### src/rtl/seq_addsub16_ctrl_pkg.sv
// Shared types and constants for the sequential 16-bit add/subtract controller.
// Optional feature macro (used in the top): SEQ_ADDSUB_ZN_FLAGS_EN.
package seq_addsub16_ctrl_pkg;

  localparam int WORD_W  = 16;
  localparam int SLICE_W = 6;
  localparam int EXT_W   = 18;

  localparam logic OP_ADD = 1'b0;
  localparam logic OP_SUB = 1'b1;

  typedef enum logic [2:0] {
    IDLE = 3'd0,
    S0   = 3'd1,
    S1   = 3'd2,
    S2   = 3'd3,
    DONE = 3'd4
  } state_t;

  // Sign-extend a word to the three-slice internal width.
  function automatic logic [EXT_W-1:0] sign_ext(input logic [WORD_W-1:0] w);
    return {{(EXT_W-WORD_W){w[WORD_W-1]}}, w};
  endfunction

endpackage

### src/rtl/seq_addsub16_ctrl_if.sv
// Request/response bus of the sequential 16-bit add/subtract controller.
// The master issues operands and op select; the slave returns status, result and flags.
interface seq_addsub16_ctrl_if;
  import seq_addsub16_ctrl_pkg::*;

  logic              start;
  logic              op_sub;
  logic [WORD_W-1:0] a;
  logic [WORD_W-1:0] b;
  logic              busy;
  logic              done;
  logic [WORD_W-1:0] result;
  logic              carry;
  logic              overflow;
  logic              zero;
  logic              negative;

  modport master (
    output start, op_sub, a, b,
    input  busy, done, result, carry, overflow, zero, negative
  );

  modport slave (
    input  start, op_sub, a, b,
    output busy, done, result, carry, overflow, zero, negative
  );

endinterface

### src/rtl/seq_addsub16_ctrl_slice_sel.sv
// Combinational slice selector: picks the active 6-bit slice of the extended
// operands and forms the X/Y/Cin drive for the external ripple slice.
// The external slice XORs Y with Cin internally, so for the upper slices Y is
// pre-masked with the incoming carry to leave an effective operand of bx^op_sub.
module seq_addsub_slice_sel
  import seq_addsub16_ctrl_pkg::*;
(
  input  logic [EXT_W-1:0]   ax,
  input  logic [EXT_W-1:0]   bx,
  input  logic [1:0]         slice_idx,
  input  logic               en,
  input  logic               op_sub,
  input  logic               c_reg,
  output logic [SLICE_W-1:0] add_x,
  output logic [SLICE_W-1:0] add_y,
  output logic               add_cin
);

  logic [SLICE_W-1:0] ax_sl;
  logic [SLICE_W-1:0] bx_sl;

  // Select the operand slice covering bits [6k+5:6k].
  always_comb begin
    ax_sl = '0;
    bx_sl = '0;
    case (slice_idx)
      2'd0: begin ax_sl = ax[5:0];   bx_sl = bx[5:0];   end
      2'd1: begin ax_sl = ax[11:6];  bx_sl = bx[11:6];  end
      2'd2: begin ax_sl = ax[17:12]; bx_sl = bx[17:12]; end
      default: ;
    endcase
  end

  // Form the slice drive; the first slice takes op_sub as carry-in (the +1 of two's complement).
  always_comb begin
    add_x   = '0;
    add_y   = '0;
    add_cin = 1'b0;
    if (en) begin
      add_x = ax_sl;
      if (slice_idx == 2'd0) begin
        add_y   = bx_sl;
        add_cin = op_sub;
      end else begin
        add_y   = bx_sl ^ {SLICE_W{op_sub}} ^ {SLICE_W{c_reg}};
        add_cin = c_reg;
      end
    end
  end

endmodule

### src/rtl/seq_addsub16_ctrl.sv
// Sequential 16-bit add/subtract controller driving an external 6-bit ripple
// slice over three cycles, then registering the result and NZCV-style flags.
// Optional feature: define SEQ_ADDSUB_ZN_FLAGS_EN to compute zero/negative;
// otherwise those outputs are tied low.
module seq_addsub16_ctrl
  import seq_addsub16_ctrl_pkg::*;
(
  input  logic                clk,
  input  logic                rst,
  seq_addsub16_ctrl_if.slave  bus,
  output logic [SLICE_W-1:0]  add_x,
  output logic [SLICE_W-1:0]  add_y,
  output logic                add_cin,
  input  logic [SLICE_W-1:0]  add_s,
  input  logic                add_cout
);

  state_t                 state;
  state_t                 state_nxt;
  logic [EXT_W-1:0]       ax;
  logic [EXT_W-1:0]       bx;
  logic                   op_q;
  logic                   c_reg;
  logic [2*SLICE_W-1:0]   r_low;
  logic [WORD_W:0]        r_fin;
  logic [1:0]             slice_idx;
  logic                   slice_en;
  logic [WORD_W-1:0]      result_q;
  logic                   carry_q;
  logic                   overflow_q;
  logic                   unused_add_s_msb;

  // The top slice's MSB is only a sign-extension copy and carries no new information.
  assign unused_add_s_msb = add_s[SLICE_W-1];

  // State register.
  always_ff @(posedge clk or posedge rst) begin
    if (rst) state <= IDLE;
    else     state <= state_nxt;
  end

  // Next-state logic and active slice selection.
  always_comb begin
    state_nxt = state;
    slice_idx = 2'd0;
    slice_en  = 1'b0;
    case (state)
      IDLE: if (bus.start) state_nxt = S0;
      S0:   begin state_nxt = S1; slice_en = 1'b1; slice_idx = 2'd0; end
      S1:   begin state_nxt = S2; slice_en = 1'b1; slice_idx = 2'd1; end
      S2:   begin state_nxt = DONE; slice_en = 1'b1; slice_idx = 2'd2; end
      DONE: state_nxt = IDLE;
      default: state_nxt = IDLE;
    endcase
  end

  seq_addsub_slice_sel u_slice_sel (
    .ax        (ax),
    .bx        (bx),
    .slice_idx (slice_idx),
    .en        (slice_en),
    .op_sub    (op_q),
    .c_reg     (c_reg),
    .add_x     (add_x),
    .add_y     (add_y),
    .add_cin   (add_cin)
  );

  // Capture operands at acceptance and collect slice sums and the chained carry.
  always_ff @(posedge clk or posedge rst) begin
    if (rst) begin
      ax    <= '0;
      bx    <= '0;
      op_q  <= OP_ADD;
      c_reg <= 1'b0;
      r_low <= '0;
    end else begin
      case (state)
        IDLE: if (bus.start) begin
          ax   <= sign_ext(bus.a);
          bx   <= sign_ext(bus.b);
          op_q <= bus.op_sub;
        end
        S0: begin r_low[5:0]  <= add_s; c_reg <= add_cout; end
        S1: begin r_low[11:6] <= add_s; c_reg <= add_cout; end
        S2: c_reg <= add_cout;
        default: ;
      endcase
    end
  end

  // Final 17-bit value: the last slice is still on add_s when leaving S2.
  assign r_fin = {add_s[SLICE_W-2:0], r_low};

  // Register result, carry and overflow on the S2->DONE edge; held until the next op.
  always_ff @(posedge clk or posedge rst) begin
    if (rst) begin
      result_q   <= '0;
      carry_q    <= 1'b0;
      overflow_q <= 1'b0;
    end else if (state == S2) begin
      result_q   <= r_fin[WORD_W-1:0];
      carry_q    <= r_fin[WORD_W] ^ ax[WORD_W-1] ^ (bx[WORD_W-1] ^ op_q);
      overflow_q <= r_fin[WORD_W] ^ r_fin[WORD_W-1];
    end
  end

`ifdef SEQ_ADDSUB_ZN_FLAGS_EN
  logic zero_q;
  logic negative_q;

  // Zero and negative flags captured alongside the result.
  always_ff @(posedge clk or posedge rst) begin
    if (rst) begin
      zero_q     <= 1'b0;
      negative_q <= 1'b0;
    end else if (state == S2) begin
      zero_q     <= (r_fin[WORD_W-1:0] == '0);
      negative_q <= r_fin[WORD_W-1];
    end
  end

  assign bus.zero     = zero_q;
  assign bus.negative = negative_q;
`else
  assign bus.zero     = 1'b0;
  assign bus.negative = 1'b0;
`endif

  assign bus.busy     = (state != IDLE);
  assign bus.done     = (state == DONE);
  assign bus.result   = result_q;
  assign bus.carry    = carry_q;
  assign bus.overflow = overflow_q;

endmodule

### src/flat_wrapper.sv
// flat-port wrapper written by rule: the top's interface ports become plain ports
module seq_addsub16_ctrl_flat import seq_addsub16_ctrl_pkg::*;
  (clk, rst, add_x, add_y, add_cin, add_s, add_cout, bus_start, bus_op_sub, bus_a, bus_b, bus_busy, bus_done, bus_result, bus_carry, bus_overflow, bus_zero, bus_negative);
  seq_addsub16_ctrl_if bus_i ();
  input  logic clk;
  input  logic rst;
  output logic [SLICE_W-1:0] add_x;
  output logic [SLICE_W-1:0] add_y;
  output logic add_cin;
  input  logic [SLICE_W-1:0] add_s;
  input  logic add_cout;
  input wire logic [$bits(bus_i.start)-1:0] bus_start;
  input wire logic [$bits(bus_i.op_sub)-1:0] bus_op_sub;
  input wire logic [$bits(bus_i.a)-1:0] bus_a;
  input wire logic [$bits(bus_i.b)-1:0] bus_b;
  output wire logic [$bits(bus_i.busy)-1:0] bus_busy;
  output wire logic [$bits(bus_i.done)-1:0] bus_done;
  output wire logic [$bits(bus_i.result)-1:0] bus_result;
  output wire logic [$bits(bus_i.carry)-1:0] bus_carry;
  output wire logic [$bits(bus_i.overflow)-1:0] bus_overflow;
  output wire logic [$bits(bus_i.zero)-1:0] bus_zero;
  output wire logic [$bits(bus_i.negative)-1:0] bus_negative;
  assign bus_i.start = bus_start;
  assign bus_i.op_sub = bus_op_sub;
  assign bus_i.a = bus_a;
  assign bus_i.b = bus_b;
  assign bus_busy = bus_i.busy;
  assign bus_done = bus_i.done;
  assign bus_result = bus_i.result;
  assign bus_carry = bus_i.carry;
  assign bus_overflow = bus_i.overflow;
  assign bus_zero = bus_i.zero;
  assign bus_negative = bus_i.negative;
  seq_addsub16_ctrl u_core (.clk(clk), .rst(rst), .bus(bus_i), .add_x(add_x), .add_y(add_y), .add_cin(add_cin), .add_s(add_s), .add_cout(add_cout));
endmodule
### config.mk
export PLATFORM = sky130hd
export DESIGN_NAME = seq_addsub16_ctrl_flat
export DESIGN_NICKNAME = d
export VERILOG_FILES = /design/src/rtl/seq_addsub16_ctrl_pkg.sv /design/src/rtl/seq_addsub16_ctrl_if.sv /design/src/rtl/seq_addsub16_ctrl_slice_sel.sv /design/src/rtl/seq_addsub16_ctrl.sv /design/src/flat_wrapper.sv
export SDC_FILE = /design/constraint.sdc
export NUM_CORES = 1
export LEC_CHECK = 0
export ABC_CLOCK_PERIOD_IN_PS = 5100
export CORE_ASPECT_RATIO = 0.6
export CORE_MARGIN = 2
export CORE_UTILIZATION = 29
export DETAILED_ROUTE_END_ITERATION = 8
export PLACE_DENSITY = 0.48
export SLEW_MARGIN = 20
export SYNTH_ARGS = -nofsm -noshare
export SYNTH_HDL_FRONTEND = slang
export SYNTH_SLANG_ARGS = --single-unit
### constraint.sdc
create_clock -name clk -period 5.1 [get_ports clk]
set_clock_uncertainty 0.05 [all_clocks]
set_input_delay 1.275 -clock clk [delete_from_list [all_inputs] [get_ports clk]]
set_output_delay 1.275 -clock clk [all_outputs]
set_load 0.02 [all_outputs]
==> flow_summary_export.csv <==
group,metric,value,unit
outcome,outcome,"finished clean",
worst_setup_path,crit_required,3770,ps
sta,hold_violations,0,
synthesis,synth_top_cell_area_share,56.6,%
clock_tree,cts_tree,"built",
clock_tree,clk_root_buffer_cell,"clkbuf_16",
synthesis,synth_warnings,0,
cells_and_area,diodes,0,
floorplan,row_count,28,
power,peakVddDrop,0.000273,V
grt,grt.overflow.total,0,
route,drt_iter0_markers,43,
clock_tree,cts_resized,0,
route,dr.pass1.iters,4,
placement,place.gp.congestion,0.711,
sta,finalCritPeriodShare,75.0,%
placement,dpl_cell_area,3810,um2
synthesis,synth-edff-count,0,
floorplan,io_pins,78,
worst_setup_path,criticalPathCategory,"reg -> out",
clock_tree,clk_transition_reported_paths,50,ps
synthesis,synth_top_cell_by_area,"dfrtp_1",
synthesis,synthTopCellsByArea,"dfrtp_1, mux2_2, xnor2_1",
placement,dp_hpwl,4430,um
sta,timing.slew.headroom,33.5,%
sta,period_minus_slack,3830,ps
synthesis,yosysSeqAreaShare,56.6,%
grt,grt_pass1_vias,1893,
synthesis,syn_inst,211,
route,vias,1863,
worst_setup_path,startpoint_type,"register",
synthesis,ys_types,26,
worst_setup_path,path_max_fanout,20,
cells_and_area,final_cell_mix,"clkdlybuf4s50_1, dfrtp_1, mux2_2, xnor2_1, clkbuf_16",
route,routed_wl,6290,um
floorplan,die_w,134,um
cells_and_area,syn_to_final_growth,37.6,%
sta,grt_setup_unrepaired,"no",
grt,grt_pass1_wl,10000,um
floorplan,die_area,11100,um2
grt,grt_max_degree,53,
cells_and_area,fin_area,4080,um2
hold_path,hold_class,"reg -> reg",
clock_tree,htree_levels,3,
sta,tightest_slew,995,ps
cells_and_area,drive_gt1_share,29.6,%
synthesis,synth_flop_cell,"dfrtp_1",
clock_tree,clk_path_buf_depth,2,
grt,grt_util_all_layers,12.4,%
cells_and_area,fin_nets,330,
clock_tree,cts_buffers,9,
clock_tree,postCtsSetupRepairBufs,0,
floorplan,die_y,82.3,um
route,avgViaCountPerCell,4.37,
sta,fmaxAchievable,261,MHz
sta,finalSetupViolCount,0,
route,wl_per_cell,14.8,um
synthesis,synth_area_per_cell,14.0,um2
sta,finalSetupTns,0,ps
clock_tree,clk_latency,320,ps
grt,antenna_found_initial,0,
cells_and_area,fillCellCount,910,
clock_tree,clock_sinks,67,
power,p_leak,1.68,nW
cells_and_area,final_common_cell,"clkdlybuf4s50_1",
sta,finalMaxSlewViolations,0,
synthesis,synth_area,2960,um2
placement,port_buffers,75,
synthesis,synth-seq-cells,67,
synthesis,async_reset_ff_share,100,%
floorplan,core_area,9910,um2
route,ant_nets,0,
worst_setup_path,critPathArrivalTime,2500,ps
power,cellPowerDensity,733,nW/um2
clock_tree,cts_hold_buf,0,
route,post-route-drc-count,0,
worst_setup_path,end_kind,"output pin",
run,cap_violations,0,
floorplan,start_util,29.9,%
[cells by family after synthesis]
family          after synthesis  synth area share (%)
compound gates               18                  4.05
flops                        67                  56.6
other cells                   1                 0.127
mux                          71                  26.7
simple gates                 27                  5.62
xor+xnor                     11                  3.51
buf+inv                      16                  3.38
[path summary, 6_finish.rpt]
| kind | start | endpoint | slack, ps | cells past startpoint |
|---|---|---|---|---|
| hold reg to reg | u_core.bus.overflow | u_core.bus.overflow | 430 | 2 |
| hold / removal | u_core.bus.overflow | u_core.bus.overflow | 430 | 2 |
| setup / recovery | u_core.state[0] | add_y[1] | 1270 | 4 |
| max in group asynchronous | rst | u_core.ax[1] | 2950 | 3 |
| min in group asynchronous | rst | u_core.bus.result[4] | 1370 | 2 |
| setup reg to reg | u_core.state[0] | u_core.bus.result[5] | 2680 | 2 |
[report_power, final]
part / internal (W) / switching, W / total (W)
registers: 0.000808 / 0.000201 / 0.00101
clock network: 0.000336 / 0.000205 / 0.000541
logic: 0.000803 / 0.000633 / 0.00144
total: 0.00195 / 0.00104 / 0.00299
[worst max-delay path, cell delays in order, from the launching register on]
cell and delay, ps:
dfrtp_1 840, nor3b_2 310, buf_4 240, a22o_1 180, clkdlybuf4s50_1 600
[metrics by stage]
stage	hold WS [ps]	cells	power, W	setup slack, ps	utilization (%)
after floorplan	423	212	0.00195	2090	-
after global placement	415	411	0.00247	1680	38.5
after detailed placement	424	411	0.00248	1620	38.5
after CTS	436	426	0.00304	1260	41.1
after global routing	464	426	0.00320	1100	41.1
final	428	426	0.00299	1270	41.1
[layer usage]
layer  part of all wire [%]  wire, um  global-route usage (%)
met5                      0         0                       0
met4                    1.0        64                    3.47
met3                    8.0       505                    6.23
met2                     41      2550                    17.4
met1                     50      3170                    16.7
[area by class of cell]
cell class | instances | area, um2 | area share, %
sequential | 67 | 1680 | 41.1
clock inverter | 3 | 15.0 | 0.368
tap | 135 | 169 | 4.14
multi-input combinational | 129 | 1190 | 29.2
clock buffer | 12 | 246 | 6.05
inverter | 3 | 13.8 | 0.338
timing repair buffer | 77 | 766 | 18.8
[synthesized netlist by cell type (2+ instances only)]
| cell type | number |
|---|---|
| a21oi_1 | 4 |
| a22o_1 | 6 |
| a22oi_1 | 3 |
| and2_1 | 2 |
| buf_2 | 5 |
| buf_4 | 3 |
| buf_6 | 3 |
| clkbuf_1 | 2 |
| dfrtp_1 | 67 |
| inv_1 | 3 |
| mux2_2 | 65 |
| mux2i_1 | 6 |
| nand2_1 | 6 |
| nand3b_1 | 2 |
| nor2_1 | 6 |
| nor2b_1 | 5 |
| o21ai_0 | 5 |
| xnor2_1 | 10 |
No activity file was read; power rests on OpenSTA's default activity.
